--- src/rtl/mips_ctrl_pkg.sv ---
// Shared types and encodings for the multi-cycle MIPS control unit:
// FSM states, opcode/funct values, ALU operation codes and the control bundle.
package mips_ctrl_pkg;

    typedef enum logic [2:0] {
        S_FETCH  = 3'd0,
        S_DECODE = 3'd1,
        S_EXEC   = 3'd2,
        S_MEM    = 3'd3,
        S_WB     = 3'd4,
        S_TRAP   = 3'd5
    } state_t;

    localparam logic [5:0] OP_RTYPE = 6'h00;
    localparam logic [5:0] OP_LW    = 6'h23;
    localparam logic [5:0] OP_SW    = 6'h2B;
    localparam logic [5:0] OP_BEQ   = 6'h04;
    localparam logic [5:0] OP_ADDI  = 6'h08;

    localparam logic [5:0] FN_ADD = 6'h20;
    localparam logic [5:0] FN_SUB = 6'h22;
    localparam logic [5:0] FN_AND = 6'h24;
    localparam logic [5:0] FN_OR  = 6'h25;
    localparam logic [5:0] FN_SLT = 6'h2A;

    localparam logic [3:0] ALU_AND = 4'b0000;
    localparam logic [3:0] ALU_OR  = 4'b0001;
    localparam logic [3:0] ALU_ADD = 4'b0010;
    localparam logic [3:0] ALU_SUB = 4'b0110;
    localparam logic [3:0] ALU_SLT = 4'b0111;

    // br_cand / en_fin / en_mem are qualified by zero / mem_ready at the output
    typedef struct packed {
        logic       reg_dst;
        logic       reg_write;
        logic       alu_scr;
        logic       mem_to_reg;
        logic       mem_write;
        logic       mem_read;
        logic [3:0] alu_op;
        logic       br_cand;
        logic       en_fin;
        logic       en_mem;
    } ctrl_t;

endpackage

--- src/rtl/alu_decoder.sv ---
// Combinational decode of the latched opcode/funct into an ALU operation
// and a legal-instruction flag.
module alu_decoder
    import mips_ctrl_pkg::*;
(
    input  logic [5:0] opcode,
    input  logic [5:0] funct,
    output logic [3:0] alu_op,
    output logic       legal
);

    always_comb begin
        alu_op = ALU_AND;
        legal  = 1'b0;
        case (opcode)
            OP_RTYPE: begin
                case (funct)
                    FN_ADD: begin alu_op = ALU_ADD; legal = 1'b1; end
                    FN_SUB: begin alu_op = ALU_SUB; legal = 1'b1; end
                    FN_AND: begin alu_op = ALU_AND; legal = 1'b1; end
                    FN_OR:  begin alu_op = ALU_OR;  legal = 1'b1; end
                    FN_SLT: begin alu_op = ALU_SLT; legal = 1'b1; end
                    default: ;
                endcase
            end
            OP_LW, OP_SW, OP_ADDI: begin alu_op = ALU_ADD; legal = 1'b1; end
            OP_BEQ:                begin alu_op = ALU_SUB; legal = 1'b1; end
            default: ;
        endcase
    end

endmodule

--- src/rtl/control_fsm.sv ---
// Multi-cycle MIPS main control FSM with illegal-opcode trap and retire counter.
// Optional CTRL_MEM_WAIT_EN adds mem_ready and stretches MEM until it is high.
module control_fsm
    import mips_ctrl_pkg::*;
#(
    parameter int RETIRE_W = 32
) (
    input  logic                clk,
    input  logic                rst,
    input  logic [5:0]          opcode,
    input  logic [5:0]          funct,
    input  logic                zero,
`ifdef CTRL_MEM_WAIT_EN
    input  logic                mem_ready,
`endif
    output logic                en,
    output logic                Branch,
    output logic                RegDst,
    output logic                regWrite,
    output logic                alu_scr,
    output logic [3:0]          alu_op,
    output logic                MemToReg,
    output logic                MemWrite,
    output logic                MemRead,
    output logic                illegal,
    output logic [RETIRE_W-1:0] retired
);

    state_t              state_q, state_d;
    logic [5:0]          ir_op_q, ir_op_d;
    logic [5:0]          ir_fn_q, ir_fn_d;
    logic                illegal_q, illegal_d;
    logic [RETIRE_W-1:0] retired_q, retired_d;
    ctrl_t               ctrl_q, ctrl_d;
    logic [3:0]          dec_alu_op;
    logic                dec_legal;
    logic                mem_ok;

`ifdef CTRL_MEM_WAIT_EN
    assign mem_ok = mem_ready;
`else
    assign mem_ok = 1'b1;
`endif

    alu_decoder u_alu_decoder (
        .opcode (ir_op_q),
        .funct  (ir_fn_q),
        .alu_op (dec_alu_op),
        .legal  (dec_legal)
    );

    // Control values for the state about to be entered, so outputs come from flops
    function automatic ctrl_t ctrl_for(input state_t s, input logic [5:0] op,
                                       input logic [3:0] aop);
        ctrl_t c;
        c = '0;
        case (s)
            S_EXEC: begin
                c.alu_op  = aop;
                c.alu_scr = (op == OP_LW) || (op == OP_SW) || (op == OP_ADDI);
                c.br_cand = (op == OP_BEQ);
                c.en_fin  = (op == OP_BEQ);
            end
            S_MEM: begin
                c.alu_op    = aop;
                c.alu_scr   = 1'b1;
                c.mem_read  = (op == OP_LW);
                c.mem_write = (op == OP_SW);
                c.en_mem    = (op == OP_SW);
            end
            S_WB: begin
                c.alu_op     = aop;
                c.en_fin     = 1'b1;
                c.reg_write  = 1'b1;
                c.reg_dst    = (op == OP_RTYPE);
                c.alu_scr    = (op == OP_ADDI) || (op == OP_LW);
                c.mem_read   = (op == OP_LW);
                c.mem_to_reg = (op == OP_LW);
            end
            default: ;
        endcase
        return c;
    endfunction

    always_comb begin
        state_d   = state_q;
        ir_op_d   = ir_op_q;
        ir_fn_d   = ir_fn_q;
        retired_d = retired_q + RETIRE_W'(en);
        case (state_q)
            S_FETCH: begin
                state_d = S_DECODE;
                ir_op_d = opcode;
                ir_fn_d = funct;
            end
            S_DECODE: state_d = dec_legal ? S_EXEC : S_TRAP;
            S_EXEC: begin
                if (ir_op_q == OP_LW || ir_op_q == OP_SW) state_d = S_MEM;
                else if (ir_op_q == OP_BEQ)               state_d = S_FETCH;
                else                                      state_d = S_WB;
            end
            S_MEM: begin
                if (mem_ok) state_d = (ir_op_q == OP_LW) ? S_WB : S_FETCH;
            end
            S_WB:    state_d = S_FETCH;
            default: state_d = S_TRAP;
        endcase
        illegal_d = illegal_q | (state_d == S_TRAP);
        ctrl_d    = ctrl_for(state_d, ir_op_q, dec_alu_op);
    end

    always_ff @(posedge clk or posedge rst) begin
        if (rst) begin
            state_q   <= S_FETCH;
            ir_op_q   <= '0;
            ir_fn_q   <= '0;
            illegal_q <= 1'b0;
            retired_q <= '0;
            ctrl_q    <= '0;
        end else begin
            state_q   <= state_d;
            ir_op_q   <= ir_op_d;
            ir_fn_q   <= ir_fn_d;
            illegal_q <= illegal_d;
            retired_q <= retired_d;
            ctrl_q    <= ctrl_d;
        end
    end

    assign en       = ctrl_q.en_fin | (ctrl_q.en_mem & mem_ok);
    assign Branch   = ctrl_q.br_cand & zero;
    assign RegDst   = ctrl_q.reg_dst;
    assign regWrite = ctrl_q.reg_write;
    assign alu_scr  = ctrl_q.alu_scr;
    assign alu_op   = ctrl_q.alu_op;
    assign MemToReg = ctrl_q.mem_to_reg;
    assign MemWrite = ctrl_q.mem_write;
    assign MemRead  = ctrl_q.mem_read;
    assign illegal  = illegal_q;
    assign retired  = retired_q;

endmodule

--- config.mk ---
export PLATFORM = sky130hd
export DESIGN_NAME = control_fsm
export DESIGN_NICKNAME = d
export VERILOG_FILES = /design/src/rtl/mips_ctrl_pkg.sv /design/src/rtl/alu_decoder.sv /design/src/rtl/control_fsm.sv
export SDC_FILE = /design/constraint.sdc
export NUM_CORES = 1
export LEC_CHECK = 0
export ABC_AREA = 1
export ABC_CLOCK_PERIOD_IN_PS = 5400
export BUFFER_PORTS_ARGS = -buffer_cell sky130_fd_sc_hd__buf_2
export CAP_MARGIN = 10
export CORE_UTILIZATION = 50
export CTS_BUF_LIST = sky130_fd_sc_hd__clkbuf_16
export CTS_CLUSTER_SIZE = 10
export DETAILED_ROUTE_END_ITERATION = 8
export GPL_TIMING_DRIVEN = 0
export PLACE_DENSITY = 0.74
export REMOVE_ABC_BUFFERS = 1
export SETUP_SLACK_MARGIN = 0.4
export SYNTH_ARGS = -nofsm -noshare
export SYNTH_HDL_FRONTEND = slang
export SYNTH_SLANG_ARGS = --single-unit
--- constraint.sdc ---
create_clock -name clk -period 5.4 [get_ports clk]
set_input_delay 0.27 -clock clk [delete_from_list [all_inputs] [get_ports clk]]
set_output_delay 0.27 -clock clk [all_outputs]
set_load 0.1 [all_outputs]
* After elaboration in Yosys (flattened, before gate mapping)
Index checks and enable logic that the tools add are counted.
** Word-level totals
- Register bits :: 60
- Output and inout port bits :: 45
- Logic and storage cells :: 62
** Cells by class
- Add/sub/neg operators :: 1
- Eq/ne operators :: 17
- Multiplexer cells :: 17
- Bitwise operators :: 3
- Reductions and logical operators :: 10
** Operator list (number)
- $eq 6x6->1 const B :: 7
- $add 32x1->32 :: 1
- $pmux 3 s5 :: 1
- $eq 3x2->1 const B :: 4
- $mux 3 :: 4
- $pmux 3 s4 :: 1
- $pmux 4 s3 :: 1
- $eq 3x3->1 const B :: 3
- $eq 6x3->1 const B :: 1
- $eq 6x4->1 const B :: 1
- $logic_not 6->1 :: 1
- $reduce_or 3->1 :: 2
- $mux 1 :: 5
- $reduce_or 5->1 :: 1
- $mux 4 :: 1
- $pmux 1 s2 :: 2
- $reduce_or 4->1 :: 1
- $eq 3x1->1 const B :: 1
- $logic_not 3->1 :: 1
- $logic_or 1x1->1 :: 3
- $pmux 1 s3 :: 1
- $mux 2 :: 1
- $or 1x1->1 :: 2
- $reduce_or 2->1 :: 1
- $and 1x1->1 :: 1

* Depth between registers and ports, before layout
Gate-level depths: netlist of the first run.
- Depth in word-level cells :: 9
- Gate-level depth with buffers :: 11

* Hierarchy
A second synthesis of the first run with hierarchy kept.
** Unflattened totals
- Cell total of the unflattened synthesis :: 363
- Area, all modules :: 3098.0 sq um
** By module, submodules not included
- control_fsm :: times used 1, cells each 323, area each 2895.3 sq um, sequential area each 1501.4 sq um
- alu_decoder :: times used 1, cells each 40, area each 202.7 sq um, sequential area each 0.0 sq um

* Least setup slack after synthesis of the first run
No wires, ideal clock.
- Path type :: register to register
- From :: reg ctrl_q[0] (netlist bit)
- To :: reg retired_q[30] (netlist: retired[30])
- Setup time :: 0.126 ns
- Arrival :: 2.907 ns
- Data required time :: 5.274 ns
- Slack :: 2.368 ns
- Cell stages (with the launch flop) :: 12
- Buffers on the path :: 0
- Cells stage by stage :: dfrtp_1 or2_2 ha_1 ha_1 nand3_1 inv_1 nand4_4 nor2_4 nand2_4 nor2_4 nand2_1 xor2_1
** Between the ends
- Word-level cells in the longest chain between the ends :: 2
** RTL lines
- start: declaration :: RTL line control_fsm.sv:34 : ctrl_t ctrl_q, ctrl_d;
- start signal: assignment :: RTL line control_fsm.sv:126 : ctrl_q <= ctrl_d;
- $or 1x1->1 :: RTL line control_fsm.sv:130 : assign en = ctrl_q.en_fin | (ctrl_q.en_mem & mem_ok);
- via en :: RTL line control_fsm.sv:16 : output logic en,
- $add 32x1->32 :: RTL line control_fsm.sv:89 : retired_d = retired_q + RETIRE_W'(en);
- via retired_d[30] :: RTL line control_fsm.sv:33 : logic [RETIRE_W-1:0] retired_q, retired_d;
- end signal: assignment :: RTL line control_fsm.sv:125 : retired_q <= retired_d;
- end: declaration :: RTL line control_fsm.sv:33
The timed path passes the listed nets, and every way through them passes these cells.
A chain may end at the register's enable or synchronous reset.

* Worst setup path after layout of the first run
- From :: reg ctrl_q[0] (netlist bit)
- To :: reg retired_q[30] (netlist: retired[30])
** Between the ends
- Word-level cells in the longest chain between the ends :: 2
** RTL lines (RTL line)
- $or 1x1->1 :: control_fsm.sv:130
- $add 32x1->32 :: control_fsm.sv:89
- via retired_d[30] :: control_fsm.sv:33
The timed path passes the listed nets, and every way through them passes these cells.

==> flow_summary.json, run 1 <==
{
  "status": "finished, final reports clean",
  "p_sw_mw": 0.588,
  "reg2reg_depth": 11,
  "nets": 382,
  "synth_area_um2": 2870,
  "first_pass_iters": 7,
  "timing.final.crit_share": 0.363,
  "via_count": 2242,
  "worstMarginPinSlew_ps": 639,
  "drtIter0Drc": 121,
  "pwr-share-clk": 0.319,
  "drive_gt1_frac": 0.286,
  "rsz0062_at_grt": "no",
  "fin_tns_setup_ps": 0,
  "boundaryPins": 60,
  "fin_worst_skew_ps": 7.75,
  "cp-endpoint": "retired[30]",
  "critPathLaunchType": "register",
  "final_max_slew_viol_count": 0,
  "gp_congestion": 0.808,
  "cts-hold-fix-buffers": 0,
  "crit_cells": 11,
  "synth_edf_count": 0,
  "wire_per_inst_um": 13.0,
  "pwr-share-comb": 0.307,
  "grt_usage": 0.215,
  "ant_nets": 0,
  "path_cells": "or2_2 -> ha_1 -> ha_1 -> nand3_1 -> inv_1 -> nand4_4 -> nor2_4 -> nand2_4 -> nor2_4 -> nand2_1 -> xor2_1",
  "syn_inst": 300,
  "post_cts_buffers": 0,
  "p_leak_nw": 1.93,
  "synth_cell_type_count": 28,
  "busiest_layer": "met2",
  "antenna_found_initial": 0,
  "rrSetupSlack_ps": 3440,
  "place_hpwl_mm": 4.28,
  "arrival_ps": 2200,
  "synth-async-reset-ratio": 1.00,
  "path_clk_slew_ps": 50,
  "placedInstanceArea_um2": 3240,
  "instances_no_fill": 442,
  "route.detailed.drc": 0,
  "cts_root_buf": "clkbuf_16",
  "worst_setup_path_end_kind": "register",
  "syn_avg_cell_area_um2": 9.57,
  "slowest_stage": "dfrtp_1",
  "core_um2": 5510,
  "yosysWarnings": 0,
  "r2r-start": "ctrl_q[0]",
  "yosysMostFrequentCell": "dfrtp_1",
  "grt_pass1_vias": 2237,
  "crit_start": "ctrl_q[0]",
  "synth_seq_cells": 59,
  "grt_max_degree": 31,
  "cts_resized": 0,
  "power.density_nw_per_um2": 437,
  "die_x_um": 77.8,
  "holdWs_ps": 30.7,
  "yosys_most_used_dff": "dfrtp_1",
  "critical_path_class": "register to register",
  "final-seq-area_um2": 1480,
  "design_area_um2": 3490,
  "crit_fanout": 4,
  "synth_area_leaders": "dfrtp_1 51%, xor2_1 6.4%, nand2_1 5.9%",
  "timing.final.hold_violations": 0,
  "finalSetupViolCount": 0,
  "p_int_mw": 0.939,
  "numCtsBuffers": 9,
  "syn_to_final_growth_pct": 21.7,
  "path_delay_family": "simple AND/OR/NAND/NOR gates",
  "synth-seq-area-share": 0.514,
  "max-slew-margin-rel": 0.573,
  "layout_min_cycle_time_ps": 1960,
  "clkLatencyLatePin_ps": 330,
  "setup_slack_ps": 3440,
  "port_buffers": 58,
  "hp-class": "primary input to asynchronous set/reset pin",
  "wirelength_mm": 5.76,
  "switching_share": 0.385,
  "grt_pass1_wl_mm": 9.87,
  "clk_path_buf_depth": 2,
  "synth_area_leader_cell": "dfrtp_1",
  "seq_power_share": 0.374,
  "ys_top_cells_by_count": "59 x dfrtp_1, 45 x nand2_1, 39 x nor2_1",
  "die_h_um": 77.8,
  "path_buf_inv": 1,
  "dieArea_um2": 6050,
  "dp_slack_ps": 3420,
  "rr_endpoint": "retired[30]",
  "htree_levels": 3,
  "cp.required_ps": 5640,
  "cts_sinks": 59,
  "viasPerCell": 5.07,
  "use_met3": 0.0682,
  "synth_top_area_frac": 0.514,
  "fmax_mhz": 510,
  "std_cell_rows": 27,
  "initial_core_util": 0.521,
  "slowest_delay_ps": 380,
  "fill_cells": 451,
  "peakVddDrop_mv": 0.251,
  "tritoncts": "yes",
  "use_met1": 0.240,
  "use_met2": 0.384,
  "multiInputGateArea_um2": 1240,
  "drv_cap": 0,
  "antenna-diode-count": 0,
  "place_inst": 426,
  "overflow": 0
}
-- per-layer routing --
metal	vias up	wire length [um]
met2	63	3060
met5	-	0
met4	0	73
li1	1093	-
met1	1075	2310
met3	11	326
-- worst reg2reg max path, stage by stage (launching register included) --
cell and delay, ps:
dfrtp_1 380, or2_2 310, ha_1 200, ha_1 210, nand3_1 170, inv_1 110
nand4_4 110, nor2_4 60, nand2_4 90, nor2_4 40, nand2_1 60, xor2_1 150
-- state kept, by name (all words and copies together), names as in the netlist --
signal,count
MemRead,1
MemToReg,1
RegDst,1
alu_op,3
alu_scr,1
ctrl_q,3
illegal,1
ir_fn_q,6
ir_op_q,6
regWrite,1
retired,32
state_q,3
-- cell type report --
type	instances	area share
repair buffers	59	0.0888
clock buffers	9	0.0645
clock inverters	7	0.00860
multi-input cells	203	0.354
inverters	33	0.0355
flip-flops and latches	59	0.423
well taps	72	0.0258
-- cells in the final DEF, fill, tap and decap left out, drive strengths merged --
cell type  instances
mux2               6
nand3             23
nand4             12
a21oi              7
dfrtp             59
o21ai              5
buf               59
inv               37
xnor2              9
nand2             51
conb               1
ha                 2
clkinv             3
nor2              49
clkbuf             9
nor4               2
nor3              14
or2                1
xor2              21
-- power groups by stage --
stage | Sequential (mW) | Clock (mW) | Combinational [mW]
after detailed placement | 0.578 | 0 | 0.472
after floorplan | 0.718 | 0 | 0.243
after CTS | 0.572 | 0.497 | 0.473
after global placement | 0.575 | 0 | 0.456
final | 0.571 | 0.487 | 0.468
after global routing | 0.582 | 0.519 | 0.513
-- per-stage QoR --
step                total power, mW   util
CTS                            1.54  0.634
global route                   1.61  0.634
finish                         1.53  0.634
global placement               1.03  0.584
detailed placement             1.05  0.588
floorplan                     0.961      -
-- kinds of logic (layout without fill, tap and decap cells) --
group | count (synthesis) | count (layout) | share of synthesized area
AOI/OAI and AO/OA | 12 | 12 | 0.0209
and+or+nand+nor | 152 | 152 | 0.285
muxes | 6 | 6 | 0.0235
buffers and inverters | 38 | 108 | 0.0549
DFF | 59 | 59 | 0.514
adders and majority gates | 2 | 2 | 0.00871
other | 1 | 1 | 0.00131
xor gates and xnor gates | 30 | 30 | 0.0915
-- worst min path at each step --
stage | start | to | slack (ps) | cells past startpoint
3_3_place_gp | illegal | illegal | 440 | 2
5_1_grt | rst | ir_op_q[0] | 80 | 2
3_5_place_dp | rst | ir_op_q[0] | 400 | 2
6_report | rst | alu_op[1] | 30 | 2
2_1_floorplan | funct[0] | ir_fn_q[0] | 420 | 1
4_1_cts | rst | ir_op_q[0] | 60 | 2
Note: power is estimated with default switching activity, not from simulation.
==> inputs of run 2 (changes only) <==
--- a/config.mk
+++ b/config.mk
@@ -6,15 +6,15 @@
 export NUM_CORES = 1
 export LEC_CHECK = 0
 export ABC_AREA = 1
-export ABC_CLOCK_PERIOD_IN_PS = 5400
+export ABC_CLOCK_PERIOD_IN_PS = 1600
 export BUFFER_PORTS_ARGS = -buffer_cell sky130_fd_sc_hd__buf_2
 export CAP_MARGIN = 10
-export CORE_UTILIZATION = 50
+export CORE_UTILIZATION = 49
 export CTS_BUF_LIST = sky130_fd_sc_hd__clkbuf_16
 export CTS_CLUSTER_SIZE = 10
 export DETAILED_ROUTE_END_ITERATION = 8
 export GPL_TIMING_DRIVEN = 0
-export PLACE_DENSITY = 0.74
+export PLACE_DENSITY = 0.76
 export REMOVE_ABC_BUFFERS = 1
 export SETUP_SLACK_MARGIN = 0.4
 export SYNTH_ARGS = -nofsm -noshare
==> constraint.sdc (replaced) <==
create_clock -name clk -period 1.6 [get_ports clk]
set_input_delay 0.08 -clock clk [delete_from_list [all_inputs] [get_ports clk]]
set_output_delay 0.08 -clock clk [all_outputs]
set_load 0.1 [all_outputs]
==> run 2 against run 1 <==
Against the previous run:
- sequential share of layout area down 10 points
- setup slack got worse by 3600 ps
- highest routed layer unchanged
- the run now ends with negative hold slack, negative setup slack left
- clock power rose to 3.4 times the previous value
- maximum frequency increased by 11%
- wire length grew 62%
- die area up 2.0%
==> flow_summary.json, run 2 (synthesis gave the netlist of run 1 again) <==
{
  "status": "finished with violations",
  "violations": "negative hold slack, negative setup slack",
  "cts_sinks": 59,
  "worstHoldStart": "opcode[2]",
  "numCtsBuffers": 9,
  "final_common_cell": "buf_4",
  "instances_no_fill": 497,
  "final_max_slew_viol_count": 0,
  "final_util": 0.833,
  "peakVddDrop_mv": 1.43,
  "rsz0062_at_grt": "yes",
  "timing.final.hold_violations": 2,
  "initial_core_util": 0.515,
  "place_inst": 426,
  "rrSetupSlack_ps": -170,
  "grt_usage": 0.264,
  "std_cell_rows": 27,
  "antenna_found_initial": 0,
  "crit_fanout": 4,
  "fmax_mhz": 565,
  "fin_tns_setup_ps": -2440,
  "hold_depth": 3,
  "clk_path_buf_depth": 2,
  "layout_min_cycle_time_ps": 1770,
  "overflow": 0,
  "clkLatencyLatePin_ps": 340,
  "viasPerCell": 5.51,
  "setup_slack_ps": -170,
  "dieArea_um2": 6170,
  "finalSetupViolCount": 31,
  "drv_cap": 0,
  "gp_congestion": 0.801,
  "reg2reg_depth": 11,
  "boundaryPins": 60,
  "port_buffers": 58,
  "place_hpwl_mm": 4.25,
  "grt_max_degree": 45,
  "p_leak_nw": 2.40,
  "hp-class": "primary input to register",
  "htree_levels": 3,
  "holdWs_ps": -4.29,
  "worst_setup_path_end_kind": "register",
  "timing.final.crit_share": 1.11,
  "most-common-layout-cells": "54 x buf_4, 50 x dfrtp_1, 31 x nand2_1, 26 x inv_1",
  "p_total_mw": 6.50,
  "hold_end": "ir_op_q[2]",
  "critical_path_class": "register to register",
  "route.detailed.drc": 0,
  "cts_root_buf": "clkbuf_16",
  "r2r-start": "ctrl_q[0]",
  "antenna-diode-count": 0,
  "first_pass_iters": 4,
  "path_clk_slew_ps": 50,
  "arrival_ps": 2020,
  "tritoncts": "yes",
  "grt_pass1_vias": 2582,
  "wire_per_inst_um": 18.8,
  "fin_worst_skew_ps": 10.7,
  "drtIter0Drc": 141,
  "wirelength_mm": 9.35,
  "ant_nets": 0,
  "syn_to_final_growth_pct": 61.7,
  "via_count": 2737,
  "rr_endpoint": "retired[26]",
  "grt_pass1_wl_mm": 12.1,
  "largest_reg_flops": 32,
  "critPathLaunchType": "register",
  "power.density_nw_per_um2": 1400,
  "core_um2": 5570,
  "drive_gt1_frac": 0.534,
  "nets": 440,
  "die_h_um": 78.6,
  "die_x_um": 78.6,
  "cp.required_ps": 1850
}
==> run 2: worst max-delay path, cell delays in order, from the launching register on <==
cell and delay [ps]:
dfrtp_1 350, or2_4 150, ha_4 160, ha_4 170, nand3_4 90, inv_4 80
nand4_4 90, nor2_4 160, nand2_4 90, buf_4 150, nor2_4 70, xor2_1 140
==> run 2: per-stage QoR <==
stage / worst slack [ps] / cell area, um^2
detailed placement: -384 / 3240
global placement: -572 / 3220
finish: -170 / 4640
CTS: -117 / 4240
global route: -213 / 4640
floorplan: -1430 / 2840
==> run 2: timing repair <==
item / CTS / global route
resized for setup: 131 / 64
endpoints found under the hold margin: 21 / 0
hold buffers: 7 / 0
buffers inserted: 28 / 23
setup endpoints to repair: 86 / 61
pin swaps: 28 / 28
==> run 2: final cells by class <==
type	count	area (um^2)
repair buffers	117	996
multi-input cells	203	1700
fillers	288	931
well taps	72	90.1
clock buffers	9	225
flip-flops and latches	59	1490
inverters	33	129
clock inverters	4	15.0
==> run 2: per-layer routing <==
| layer | global-route usage | share of wire |
|---|---|---|
| met3 | 0.0442 | 0.047 |
| met2 | 0.479 | 0.53 |
| met5 | 0 | 0 |
| met4 | 0.176 | 0.064 |
| met1 | 0.279 | 0.36 |
==> run 2: power by group <==
group / switching [mW] / internal, mW / leakage [nW] / total (mW)
logic: 1.72 / 0.986 / 1.51 / 2.71
clock network: 0.661 / 0.996 / 0.128 / 1.66
registers: 0.358 / 1.77 / 0.763 / 2.13
==> run 2: how the worst max path moves through the flow <==
| stage | start | end | slack [ps] | cells past startpoint |
|---|---|---|---|---|
| CTS | ctrl_q[0] | retired[30] | -120 | 11 |
| detailed placement | ctrl_q[0] | retired[30] | -380 | 11 |
| global placement | rst | MemRead | -570 | 2 |
| finish | ctrl_q[0] | retired[26] | -170 | 11 |
| global route | ctrl_q[0] | retired[30] | -210 | 11 |
| floorplan | ctrl_q[0] | retired[30] | -1430 | 11 |
==> inputs of run 3 (changes only) <==
--- a/config.mk
+++ b/config.mk
@@ -9,6 +9,7 @@
 export ABC_CLOCK_PERIOD_IN_PS = 1600
 export BUFFER_PORTS_ARGS = -buffer_cell sky130_fd_sc_hd__buf_2
 export CAP_MARGIN = 10
+export CORE_ASPECT_RATIO = 0.9
 export CORE_UTILIZATION = 49
 export CTS_BUF_LIST = sky130_fd_sc_hd__clkbuf_16
 export CTS_CLUSTER_SIZE = 10
@@ -17,6 +18,7 @@
 export PLACE_DENSITY = 0.76
 export REMOVE_ABC_BUFFERS = 1
 export SETUP_SLACK_MARGIN = 0.4
+export SKIP_LAST_GASP = 1
 export SYNTH_ARGS = -nofsm -noshare
 export SYNTH_HDL_FRONTEND = slang
 export SYNTH_SLANG_ARGS = --single-unit
==> run 3 against run 2 <==
Against the previous run:
- the run ends with negative setup slack left
- highest routed layer unchanged
- largest power group unchanged
- worst hold slack better by 24 ps
- sequential power about the same
- critical path depth is 5 lower
- first-iteration DRC count is 21% higher
- final area increased by 6.0%
- via count up 2.9%
- clock power down 3%
- register-to-register slack worse by 60 ps
==> flow_summary.json, run 3 (synthesis gave the netlist of run 1 again) <==
{
  "layout_min_cycle_time_ps": 1830,
  "core_um2": 5660,
  "first_pass_iters": 4,
  "route.detailed.drc": 0,
  "slowest_stage": "dfrtp_1",
  "die_x_um": 82.7,
  "critical_path_class": "register to register",
  "p_int_mw": 4.00,
  "gp_congestion": 0.813,
  "max-slew-margin-rel": 0.647,
  "pwr-share-comb": 0.459,
  "most-common-layout-cells": "50 x dfrtp_1, 46 x buf_4, 37 x buf_6, 28 x nand2_1, 27 x nor2_4",
  "dieArea_um2": 6170,
  "path_delay_family": "simple AND/OR/NAND/NOR gates",
  "boundaryPins": 60,
  "wirelength_mm": 10.0,
  "rsz0062_at_grt": "yes",
  "grt_pass1_wl_mm": 12.5,
  "viasPerCell": 5.58,
  "crit_fanout": 4,
  "cts_root_buf": "clkbuf_16",
  "place_hpwl_mm": 4.24,
  "cp.required_ps": 1810,
  "hold_depth": 3,
  "final_util": 0.870,
  "worstMarginPinSlew_ps": 529,
  "crit_cells": 6,
  "p_sw_mw": 2.89,
  "port_buffers": 58,
  "peakVddDrop_mv": 1.31,
  "timing.final.crit_share": 1.14,
  "p_total_mw": 6.89,
  "setup_slack_ps": -227,
  "clk_path_buf_depth": 2,
  "drv_cap": 0,
  "tritoncts": "yes",
  "antenna_found_initial": 0,
  "antenna-diode-count": 0,
  "switching_share": 0.420,
  "clkLatencyLatePin_ps": 330,
  "drive_gt1_frac": 0.584,
  "worstHoldStart": "funct[5]",
  "grt_pass1_vias": 2677,
  "fin_worst_skew_ps": 6.69,
  "path_clk_slew_ps": 50,
  "critPathLaunchType": "register",
  "holdWs_ps": 20.2,
  "seq_power_share": 0.307,
  "syn_to_final_growth_pct": 71.4,
  "via_count": 2816,
  "final_common_cell": "dfrtp_1",
  "worst_setup_path_end_kind": "register",
  "drtIter0Drc": 171,
  "slowest_delay_ps": 450,
  "arrival_ps": 2030,
  "reg2reg_depth": 6,
  "hp-class": "primary input to register",
  "path_cells": "nand2_2 -> nor3_4 -> nand2_1 -> nor3_1 -> nand4_1 -> xor2_1",
  "p_leak_nw": 2.51,
  "timing.final.hold_violations": 0,
  "pwr-share-clk": 0.234,
  "status": "finished with violations",
  "crit_start": "retired[18]",
  "finalSetupViolCount": 29,
  "fmax_mhz": 547,
  "std_cell_rows": 26,
  "overflow": 0,
  "largest_reg_flops": 32,
  "wire_per_inst_um": 19.8,
  "ant_nets": 0,
  "die_h_um": 74.6,
  "final_max_slew_viol_count": 0,
  "htree_levels": 3,
  "r2r-start": "retired[18]",
  "numCtsBuffers": 9,
  "violations": "negative setup slack",
  "path_buf_inv": 0,
  "initial_core_util": 0.507,
  "grt_usage": 0.278,
  "nets": 450,
  "power.density_nw_per_um2": 1400,
  "cts_sinks": 59,
  "grt_max_degree": 37
}
==> run 3: path summary, 6_finish.rpt <==
| path | to | slack, ps |
|---|---|---|
| max | retired[27] | -230 |
| min | ir_fn_q[5] | 20 |
| max reg2reg | retired[27] | -230 |
| min reg2reg | illegal | 480 |
| max in group asynchronous | state_q[0] | 670 |
| min in group asynchronous | retired[1] | 330 |
==> run 3: timing repair <==
item / 4_1_cts / 5_1_grt
endpoints found under the hold margin: 29 / 0
cloned: 2 / 1
pin swaps: 32 / 33
buffers inserted: 37 / 21
setup endpoints to repair: 88 / 72
hold buffers: 7 / 0
gates resized for setup: 126 / 99
==> run 3: worst min-delay path, delay by kind of cell <==
| family | cells | cell delay [ps] |
|---|---|---|
| and+or+nand+nor | 1 | 40 |
| AOI/OAI and AO/OA | 1 | 90 |
| buffers and inverters | 1 | 100 |
==> run 3: layout make-up <==
cell class,instances,area (um^2)
well taps,70,87.6
clock inverters,4,15.0
inverters,33,129
fillers,245,738
clock buffers,9,225
flip-flops and latches,59,1490
repair buffers,127,1180
multi-input cells,203,1800
==> run 3: per-stage QoR <==
step	setup TNS, ps	cell area [um^2]	std cells	setup WS [ps]
floorplan	-32250	2840	295	-1430
global placement	-36240	3220	423	-573
detailed placement	-3190	3240	424	-380
CTS	-553	4350	483	-104
global route	-3830	4920	505	-244
finish	-2060	4920	505	-227
==> run 3: per-layer routing <==
layer	global-route usage	vias up	share of wire
met1	0.300	1399	0.36
met2	0.502	140	0.54
li1	-	1235	-
met4	0.128	0	0.043
met3	0.0812	42	0.057
met5	0	-	0
==> run 3: power groups by stage <==
stage,clock (mW),sequential [mW],combinational [mW]
5_1_grt,1.70,2.14,3.31
3_5_place_dp,0,1.96,1.59
2_1_floorplan,0,2.42,0.819
4_1_cts,1.60,2.03,2.33
3_3_place_gp,0,1.94,1.54
6_report,1.61,2.12,3.16
